--- src/rtl/ddr_arb_pkg.sv ---
// Shared types and app command encodings for the DDR3 app-port arbiter.
// Latency: n/a (types only).
// Backpressure: n/a (types only).
package ddr_arb_pkg;

    localparam logic [2:0] CMD_WR = 3'b000;
    localparam logic [2:0] CMD_RD = 3'b001;

    typedef enum logic {
        IDLE  = 1'b0,
        ISSUE = 1'b1
    } arb_state_t;

    // Requester index: 0 = p0, 1 = p1.
    typedef logic port_id_t;

endpackage

--- src/rtl/ddr_arb_tag_fifo.sv ---
// In-order FIFO of requester ids for reads that the DDR3 IP has accepted.
// Latency: head valid the cycle after push; pop takes effect at the clock edge.
// Backpressure: push ignored when full (unless popping); pop on empty is ignored.
module ddr_arb_tag_fifo
    import ddr_arb_pkg::*;
#(
    parameter int DEPTH = 16
) (
    input  logic     clk,
    input  logic     rst,
    input  logic     push,
    input  port_id_t push_id,
    input  logic     pop,
    output port_id_t head,
    output logic     full,
    output logic     empty
);

    localparam int AW = $clog2(DEPTH);
    localparam logic [AW:0] FULL_CNT = (AW + 1)'(DEPTH);

    port_id_t        mem [DEPTH];
    logic [AW-1:0]   wr_ptr;
    logic [AW-1:0]   rd_ptr;
    logic [AW:0]     count;
    logic            do_push;
    logic            do_pop;

    assign empty   = (count == '0);
    assign full    = (count == FULL_CNT);
    assign do_pop  = pop & ~empty;
    assign do_push = push & (~full | do_pop);
    assign head    = mem[rd_ptr];

    always_ff @(posedge clk) begin
        if (do_push) begin
            mem[wr_ptr] <= push_id;
        end
    end

    always_ff @(posedge clk) begin
        if (rst) begin
            wr_ptr <= '0;
            rd_ptr <= '0;
            count  <= '0;
        end else begin
            if (do_push) begin
                wr_ptr <= wr_ptr + 1'b1;
            end
            if (do_pop) begin
                rd_ptr <= rd_ptr + 1'b1;
            end
            case ({do_push, do_pop})
                2'b10:   count <= count + 1'b1;
                2'b01:   count <= count - 1'b1;
                default: count <= count;
            endcase
        end
    end

endmodule

--- src/rtl/ddr_app_arbiter.sv ---
// Round-robin share of the DDR3 app port between p0/p1; read data routed by tag FIFO. Optional DDR_ARB_PERF_EN adds counters.
// Latency: ready at cycle N -> app_en at N+1; app_rd_data_valid at N -> pN_rd_valid at N+1; >=2 cycles per command.
// Backpressure: app command held until app_rdy (and wr_data_rdy for writes); reads not granted while tag FIFO is full.
module ddr_app_arbiter
    import ddr_arb_pkg::*;
#(
    parameter int ADDR_WIDTH     = 28,
    parameter int APP_DATA_WIDTH = 256,
    parameter int APP_MASK_WIDTH = 32,
    parameter int RD_TAG_DEPTH   = 16
) (
    input  logic                      clk,
    input  logic                      rst,
    input  logic                      init_calib_complete,
    input  logic                      p0_req_valid,
    output logic                      p0_req_ready,
    input  logic                      p0_req_rd,
    input  logic [ADDR_WIDTH-1:0]     p0_req_addr,
    input  logic [APP_DATA_WIDTH-1:0] p0_req_wdata,
    output logic                      p0_rd_valid,
    input  logic                      p1_req_valid,
    output logic                      p1_req_ready,
    input  logic                      p1_req_rd,
    input  logic [ADDR_WIDTH-1:0]     p1_req_addr,
    input  logic [APP_DATA_WIDTH-1:0] p1_req_wdata,
    output logic                      p1_rd_valid,
    output logic [APP_DATA_WIDTH-1:0] rd_data,
    output logic                      err_unexp_rd,
    output logic                      app_en,
    output logic [2:0]                app_cmd,
    output logic [ADDR_WIDTH-1:0]     app_addr,
    output logic [APP_DATA_WIDTH-1:0] app_wdf_data,
    output logic                      app_wdf_wren,
    output logic                      app_wdf_end,
    output logic [APP_MASK_WIDTH-1:0] app_wdf_mask,
    input  logic                      app_rdy,
    input  logic                      wr_data_rdy,
    input  logic                      app_rd_data_valid,
    input  logic [APP_DATA_WIDTH-1:0] app_rd_data
`ifdef DDR_ARB_PERF_EN
    ,
    output logic [31:0]               p0_cmd_cnt,
    output logic [31:0]               p1_cmd_cnt,
    output logic [31:0]               stall_cnt
`endif
);

    arb_state_t                state;
    arb_state_t                state_nxt;
    port_id_t                  rr_last;
    port_id_t                  cur_port;
    logic                      cur_rd;
    logic [ADDR_WIDTH-1:0]     cur_addr;
    logic [APP_DATA_WIDTH-1:0] cur_wdata;

    logic                      elig0;
    logic                      elig1;
    logic                      grant_vld;
    port_id_t                  grant_id;
    logic                      accept;

    logic                      tag_full;
    logic                      tag_empty;
    port_id_t                  tag_head;

    assign elig0 = p0_req_valid & init_calib_complete & (~p0_req_rd | ~tag_full);
    assign elig1 = p1_req_valid & init_calib_complete & (~p1_req_rd | ~tag_full);
    assign accept = (state == ISSUE) & app_rdy & (cur_rd | wr_data_rdy);

    always_comb begin
        state_nxt = state;
        grant_vld = 1'b0;
        grant_id  = rr_last;
        case (state)
            IDLE: begin
                if (~rst & (elig0 | elig1)) begin
                    grant_vld = 1'b1;
                    // On contention the port granted last time loses.
                    grant_id  = (elig0 & elig1) ? ~rr_last : elig1;
                    state_nxt = ISSUE;
                end
            end
            ISSUE: begin
                if (accept) begin
                    state_nxt = IDLE;
                end
            end
            default: state_nxt = IDLE;
        endcase
    end

    assign p0_req_ready = grant_vld & (grant_id == 1'b0);
    assign p1_req_ready = grant_vld & (grant_id == 1'b1);

    always_ff @(posedge clk) begin
        if (rst) begin
            state     <= IDLE;
            rr_last   <= 1'b1;
            cur_port  <= 1'b0;
            cur_rd    <= 1'b0;
            cur_addr  <= '0;
            cur_wdata <= '0;
        end else begin
            state <= state_nxt;
            if (grant_vld) begin
                rr_last   <= grant_id;
                cur_port  <= grant_id;
                cur_rd    <= grant_id ? p1_req_rd    : p0_req_rd;
                cur_addr  <= grant_id ? p1_req_addr  : p0_req_addr;
                cur_wdata <= grant_id ? p1_req_wdata : p0_req_wdata;
            end
        end
    end

    assign app_en       = (state == ISSUE);
    assign app_cmd      = (app_en & cur_rd) ? CMD_RD : CMD_WR;
    assign app_addr     = cur_addr;
    assign app_wdf_data = cur_wdata;
    assign app_wdf_wren = app_en & ~cur_rd;
    assign app_wdf_end  = app_en & ~cur_rd;
    assign app_wdf_mask = '0;

    ddr_arb_tag_fifo #(
        .DEPTH   (RD_TAG_DEPTH)
    ) u_tag_fifo (
        .clk     (clk),
        .rst     (rst),
        .push    (accept & cur_rd),
        .push_id (cur_port),
        .pop     (app_rd_data_valid),
        .head    (tag_head),
        .full    (tag_full),
        .empty   (tag_empty)
    );

    always_ff @(posedge clk) begin
        if (rst) begin
            p0_rd_valid  <= 1'b0;
            p1_rd_valid  <= 1'b0;
            rd_data      <= '0;
            err_unexp_rd <= 1'b0;
        end else begin
            p0_rd_valid <= app_rd_data_valid & ~tag_empty & (tag_head == 1'b0);
            p1_rd_valid <= app_rd_data_valid & ~tag_empty & (tag_head == 1'b1);
            if (app_rd_data_valid & ~tag_empty) begin
                rd_data <= app_rd_data;
            end
            // Data with no outstanding read is dropped and flagged until reset.
            if (app_rd_data_valid & tag_empty) begin
                err_unexp_rd <= 1'b1;
            end
        end
    end

`ifdef DDR_ARB_PERF_EN
    always_ff @(posedge clk) begin
        if (rst) begin
            p0_cmd_cnt <= '0;
            p1_cmd_cnt <= '0;
            stall_cnt  <= '0;
        end else begin
            if (accept & (cur_port == 1'b0)) begin
                p0_cmd_cnt <= p0_cmd_cnt + 32'd1;
            end
            if (accept & (cur_port == 1'b1)) begin
                p1_cmd_cnt <= p1_cmd_cnt + 32'd1;
            end
            if ((state == ISSUE) & ~accept) begin
                stall_cnt <= stall_cnt + 32'd1;
            end
        end
    end
`endif

endmodule
--- config.mk ---
export PLATFORM = sky130hd
export DESIGN_NAME = ddr_app_arbiter
export DESIGN_NICKNAME = d
export VERILOG_FILES = /design/src/rtl/ddr_arb_pkg.sv /design/src/rtl/ddr_arb_tag_fifo.sv /design/src/rtl/ddr_app_arbiter.sv
export SDC_FILE = /design/constraint.sdc
export NUM_CORES = 1
export LEC_CHECK = 0
export CAP_MARGIN = 20
export CORE_AREA = 8 8 549 551
export DETAILED_ROUTE_END_ITERATION = 16
export DIE_AREA = 0 0 557 559
export HOLD_SLACK_MARGIN = 0.15
export SLEW_MARGIN = 25
export SYNTH_ARGS = -nofsm -noshare
export SYNTH_HDL_FRONTEND = slang
export SYNTH_HIERARCHICAL = 1
export SYNTH_SLANG_ARGS = --single-unit
--- constraint.sdc ---
create_clock -name clk -period 6.48 [get_ports clk]
set_input_delay 1.296 -clock clk [delete_from_list [all_inputs] [get_ports clk]]
set_output_delay 1.296 -clock clk [all_outputs]
set_load 0.02 [all_outputs]
# Word-level counts from Yosys, hierarchy flattened
# Memories as Yosys holds them, arrays and structs flattened. A register that Yosys moved wholly into a read port is not among the register bits.
# Cells that the tools add are included.
# op_classes
n_addsub	4
mul	0
div_mod_pow	0
order_cmp	0
eq_ne	3
n_shift	0
muxes	16
bitwise	33
n_reduce_logical	2
# op_table
operator	count
$mux W256	1
$mux W28	1
$and A1 B1 Y1	18
$mux W1	10
$not A1 Y1	10
$pmux W5 S2	1
$add A4 B1 Y4 const B	2
$mux W4	2
$add A5 B1 Y5 const B	1
$eq A5 B5 Y1 const B	1
$logic_not A5 Y1	1
$or A1 B1 Y1	5
$sub A5 B1 Y5 const B	1
$eq A2 B1 Y1 const B	1
$eq A2 B2 Y1 const B	1
$pmux W1 S2	1
$reduce_bool A2 Y1	1
# word_totals
register_bits	560
latchBits	0
mem_bits_rw	16
mem_bits_ro	0
inputBits	834
output_inout_bits	583
wordCells	72
mem_count	1
# mem_list
name	depth	width	read_ports	rd_clocked_by_memory_dff	wr	line	text
u_tag_fifo.mem	16	1	1	1	1	ddr_arb_tag_fifo.sv:22	port_id_t mem [DEPTH];

# Depth between registers and ports, before layout
# logic_depth
ltp_word	10
ltp_mapped	10
mapped_depth_nobuf	9

# Hierarchy
# The synthesis kept the hierarchy.
# modules_own_cells
mod	instances	cells_each	area_each_um2	seq_area_each_um2
ddr_app_arbiter	1	2419	20034.2	10950.5
ddr_arb_tag_fifo	1	150	1659.1	820.8

# Least setup slack after synthesis
# OpenSTA, ideal clock, no wires.
# synth_timing
path_type	input port to output port
from	input port rst
to	output port p1_req_ready
arrival_time_ps	2440
required_time_ps	5184
setup_slack_ps	2744
stages	3
n_path_buf	1
cell_sequence	or3b_1 a211oi_4 clkbuf_1
# synth_via
elab_chain_cells	5
word_cells_on_any_way	7
classes_between	mux: 4; bitwise: 3
# synth_rtl
element	line	text
start, declared	ddr_app_arbiter.sv:13	input logic rst,
$not A1 Y1 (*)	ddr_app_arbiter.sv:76	if (~rst & (elig0 | elig1)) begin
$and A1 B1 Y1 (*)	ddr_app_arbiter.sv:76	
$mux W1	ddr_app_arbiter.sv:76	
$mux W1	ddr_app_arbiter.sv:74	case (state)
$and A1 B1 Y1 (*)	ddr_app_arbiter.sv:93	assign p1_req_ready = grant_vld & (grant_id == 1'b1);
end, declared	ddr_app_arbiter.sv:22	output logic p1_req_ready,
# Mark *: on every way between the ends. The rest lies on a longest branch, timed or not.

# Worst setup path after layout
# layout_timing
from	register u_tag_fifo.count[0]
to	output port p1_req_ready
# layout_via
elab_chain_cells	9
word_cells_on_any_way	15
classes_between	eq/ne: 1; mux: 5; bitwise: 9
# layout_rtl
element	line	text
start, declared	ddr_arb_tag_fifo.sv:25	logic [AW:0] count;
start signal, assigned	ddr_arb_tag_fifo.sv:54	2'b10: count <= count + 1'b1;
start signal, assigned	ddr_arb_tag_fifo.sv:55	2'b01: count <= count - 1'b1;
start signal, assigned	ddr_arb_tag_fifo.sv:56	default: count <= count;
$eq A5 B5 Y1 (*)	ddr_arb_tag_fifo.sv:30	assign full = (count == FULL_CNT);
named net tag_full	ddr_app_arbiter.sv:62	logic tag_full;
$not A1 Y1 (*)	ddr_app_arbiter.sv:66, ddr_app_arbiter.sv:67	
$or A1 B1 Y1 (on tied branches)	ddr_app_arbiter.sv:66, ddr_app_arbiter.sv:67	
$and A1 B1 Y1 (on tied branches)	ddr_app_arbiter.sv:66, ddr_app_arbiter.sv:67	
$or A1 B1 Y1 or $and A1 B1 Y1 (tied branches)	ddr_app_arbiter.sv:76, ddr_app_arbiter.sv:79	
$and A1 B1 Y1 or $mux W1 (tied branches)	ddr_app_arbiter.sv:76, ddr_app_arbiter.sv:79	
$mux W1	ddr_app_arbiter.sv:76	
$mux W1	ddr_app_arbiter.sv:74	
$and A1 B1 Y1 (*)	ddr_app_arbiter.sv:93	
# The timed path passes the listed nets; every way through them passes the cells marked *.

==> flow_summary.yaml <==
status:
  status: "finished clean"
power:
  p_leak_nw: 13.8
  fin_total_pwr_mw: 14.9
  powerDensity_nw_per_um2: 349
  vdd.ir_drop.worst_mv: 0.322
placement:
  placement.io_buffers: 1382
  detailed_place.area_um2: 39900
  finalWeightedCongestion: 0.917
  placed_cells: 7708
  place.detailed.hpwl_mm: 175
  detailedPlace.worstSlack_ns: 1.62
sta:
  skew_ns: 0.0563
  rsz_0062_raised_after_global_routing: "false"
  fin_crit_sh_pct: 77.0
  layout_min_cycle_time_ns: 4.99
  timing.final.hold_violations: 0
  setup_viol_count_final: 0
  worst_case_setup_margin_in_the_final_layout_ns: 1.49
  hold-worst-slack_ns: 0.451
  setup_total_negative_slack_ns: 0
  tightestPinTransition_ns: 1.18
  worst_slew_margin_rel_pct: 21.3
  timing_max_transition_violations_final: 0
  achievable_freq_mhz: 200
worst_setup_path:
  r2r_slack_ns: 2.68
  cp_data_required_time_ns: 5.18
  r2r_end: "app_wdf_data[93]"
  worst_setup_path_end_kind: "output port"
  crit_type: "flop to output port"
  timing.critical_path.arrival_ns: 3.70
  r2r_cells: 8
  critPathLaunchType: "flop"
  worst-path-max-fanout: 8
  worst_r2r_startpoint: "u_tag_fifo/count[0]"
clocking:
  cts.clk_slew.worst_paths_ns: 0.06
  clock_tree_from_tritoncts: "done"
  h-tree-depth: 3
  cts.root.buffer_cell: "sky130_fd_sc_hd__clkbuf_16"
  ctsHoldBuffers: 0
  insertion_delay_ns: 0.79
  post_cts_buffers: 0
  cts_repair_resize_count: 0
  cts-root-to-sink-buffers: 4
  cts.sink_count: 580
  cts_inserted_buffers: 81
routing:
  avgRoutedWirePerCell_um: 25.6
  drt-pass1-iter-count: 5
  detailedRoute.firstIterationViolations: 1933
  drc_errors: 0
  final_antenna_net_count: 0
  vias_per_cell: 3.10
  overall_routed_net_length_mm: 203
  route.vias.total: 24500
yosys:
  synth_seq_area_share_pct: 54.3
  synth_cells: 2569
  synth-seq-cells: 580
  asyncSetResetFlopFracSynth_pct: 0
  netlist_area_um2: 21700
  synth_edf_count: 16
  synth.lib_cells_used.distinct: 58
  synth_top_flop_cell: "sky130_fd_sc_hd__dfxtp_1"
  synth.avg_cell_area_um2: 8.44
  ys.warnings.count: 6
global_routing:
  grt_usage_pct: 12.3
  grt_max_degree: 127
  grt_first_pass_wirelength_mm: 252
  first_global_vias: 23400
  grt-ovfl-total: 0
  grt_antenna_before_repair: 237
floorplanning:
  width_of_the_die_um: 557
  design.die.area_um2: 311000
  initial_utilization_pct: 7.41
  fp.dieH_um: 559
  number_of_placement_rows: 199
  core-area_um2: 293000
  floorplan.io_pins: 1417
finish:
  final_cell_count_no_fill: 7915
  area_growth_syn_to_layout_pct: 96.8
  drive_gt1_share_pct: 4.43
  final_core_util_pct: 14.6
  nets: 4715
  most_frequent_cells_in_the_layout: "sky130_fd_sc_hd__clkdlybuf4s50_1, sky130_fd_sc_hd__dfxtp_1, sky130_fd_sc_hd__nand2_1, sky130_fd_sc_hd__inv_1, sky130_fd_sc_hd__a22oi_1"
  fin_area_um2: 42700
  most_frequent_standard_cell_in_the_layout_excluding_fill_and_tap_cells: "sky130_fd_sc_hd__clkdlybuf4s50_1"
run:
  cap_viol_max_count: 0
worst_hold_path:
  hold_path_class: "flop to flop"
  holdPathEnd: "app_wdf_data[182]"
  hold_depth: 2
  timing.hold.worst.start: "app_wdf_data[182]"
## state kept, by name, summed over array words and instances, names as in the netlist, named ones only
| register | cells |
|---|---|
| app_addr | 28 |
| u_tag_fifo/rd_ptr | 4 |
| rd_data | 256 |
| cur_rd | 1 |
| rr_last | 1 |
| err_unexp_rd | 1 |
| p1_rd_valid | 1 |
| app_en | 1 |
| cur_port | 1 |
| p0_rd_valid | 1 |
| u_tag_fifo/wr_ptr | 4 |
| app_wdf_data | 256 |
| u_tag_fifo/count | 5 |
| u_tag_fifo/mem | 16 |
## critical path, stage by stage, from the launching register on
cell,delay [ns]
sky130_fd_sc_hd__dfxtp_1,0.35
sky130_fd_sc_hd__or4_1,0.75
sky130_fd_sc_hd__nor2_1,0.33
sky130_fd_sc_hd__a21boi_2,0.17
sky130_fd_sc_hd__a211oi_4,0.59
sky130_fd_sc_hd__clkdlybuf4s50_1,0.77
## how the worst max path moves through the flow
stage,from,end,depth (start not counted)
6_report,u_tag_fifo/count[0],p1_req_ready,5
3_3_place_gp,init_calib_complete,p1_req_ready,4
5_1_grt,u_tag_fifo/count[0],p1_req_ready,5
3_5_place_dp,init_calib_complete,p1_req_ready,4
2_1_floorplan,rst,p1_req_ready,3
4_1_cts,u_tag_fifo/count[0],p1_req_ready,5
## synthesized netlist by cell type (all sizes together), types with 2 or more instances
master	instances	area share, %
dfxtp	564	52
nand2	518	9.0
inv	293	5.1
o21ai	290	6.8
a22oi	284	9.8
a21oi	264	6.1
clkbuf	125	2.2
buf	99	2.7
nor2	28	0.48
edfxtp	16	2.2
ha	8	0.46
nand2b	8	0.23
nor3	8	0.18
nor2b	6	0.17
mux4	5	0.52
mux2i	4	0.18
nand3	4	0.092
nand4	3	0.12
nor3b	3	0.13
o21a	3	0.10
xnor2	3	0.12
xor2	3	0.12
a2111oi	2	0.081
a211oi	2	0.13
and3	2	0.058
o211ai	2	0.092
or2	2	0.058
or4	2	0.069
## per-layer routing
metal | track usage (%) | wire, um
met5 | 0 | 1130
met2 | 18.6 | 83900
met1 | 13.7 | 74500
met3 | 8.48 | 34700
met4 | 4.24 | 8750
## cell families after synthesis
| kind of cell | share of synthesized area, % |
|---|---|
| AO/OA/AOI/OAI | 23.5 |
| XOR/XNOR | 0.242 |
| adder cells (fa/ha/maj) | 0.554 |
| buffers and inverters | 9.96 |
| flip-flops | 54.3 |
| multiplexers | 0.756 |
| other | 0.0173 |
| AND/OR/NAND/NOR | 10.7 |
## area by class of cell
cell class / count / area, um^2
Sequential cell: 580 / 11800
Clock buffer: 102 / 2160
Timing Repair Buffer: 1411 / 14200
Multi-Input combinational cell: 1505 / 7910
Inverter: 293 / 1100
Fill cell: 33200 / 250000
Tap cell: 3919 / 4900
Antenna cell: 66 / 165
Clock inverter: 39 / 503
## power by group
group	internal [mW]	switching [mW]
Clock	2.73	1.94
Combinational	2.21	3.35
Sequential	4.28	0.414
Total	9.22	5.70
Power figures use the tool's default switching activity.
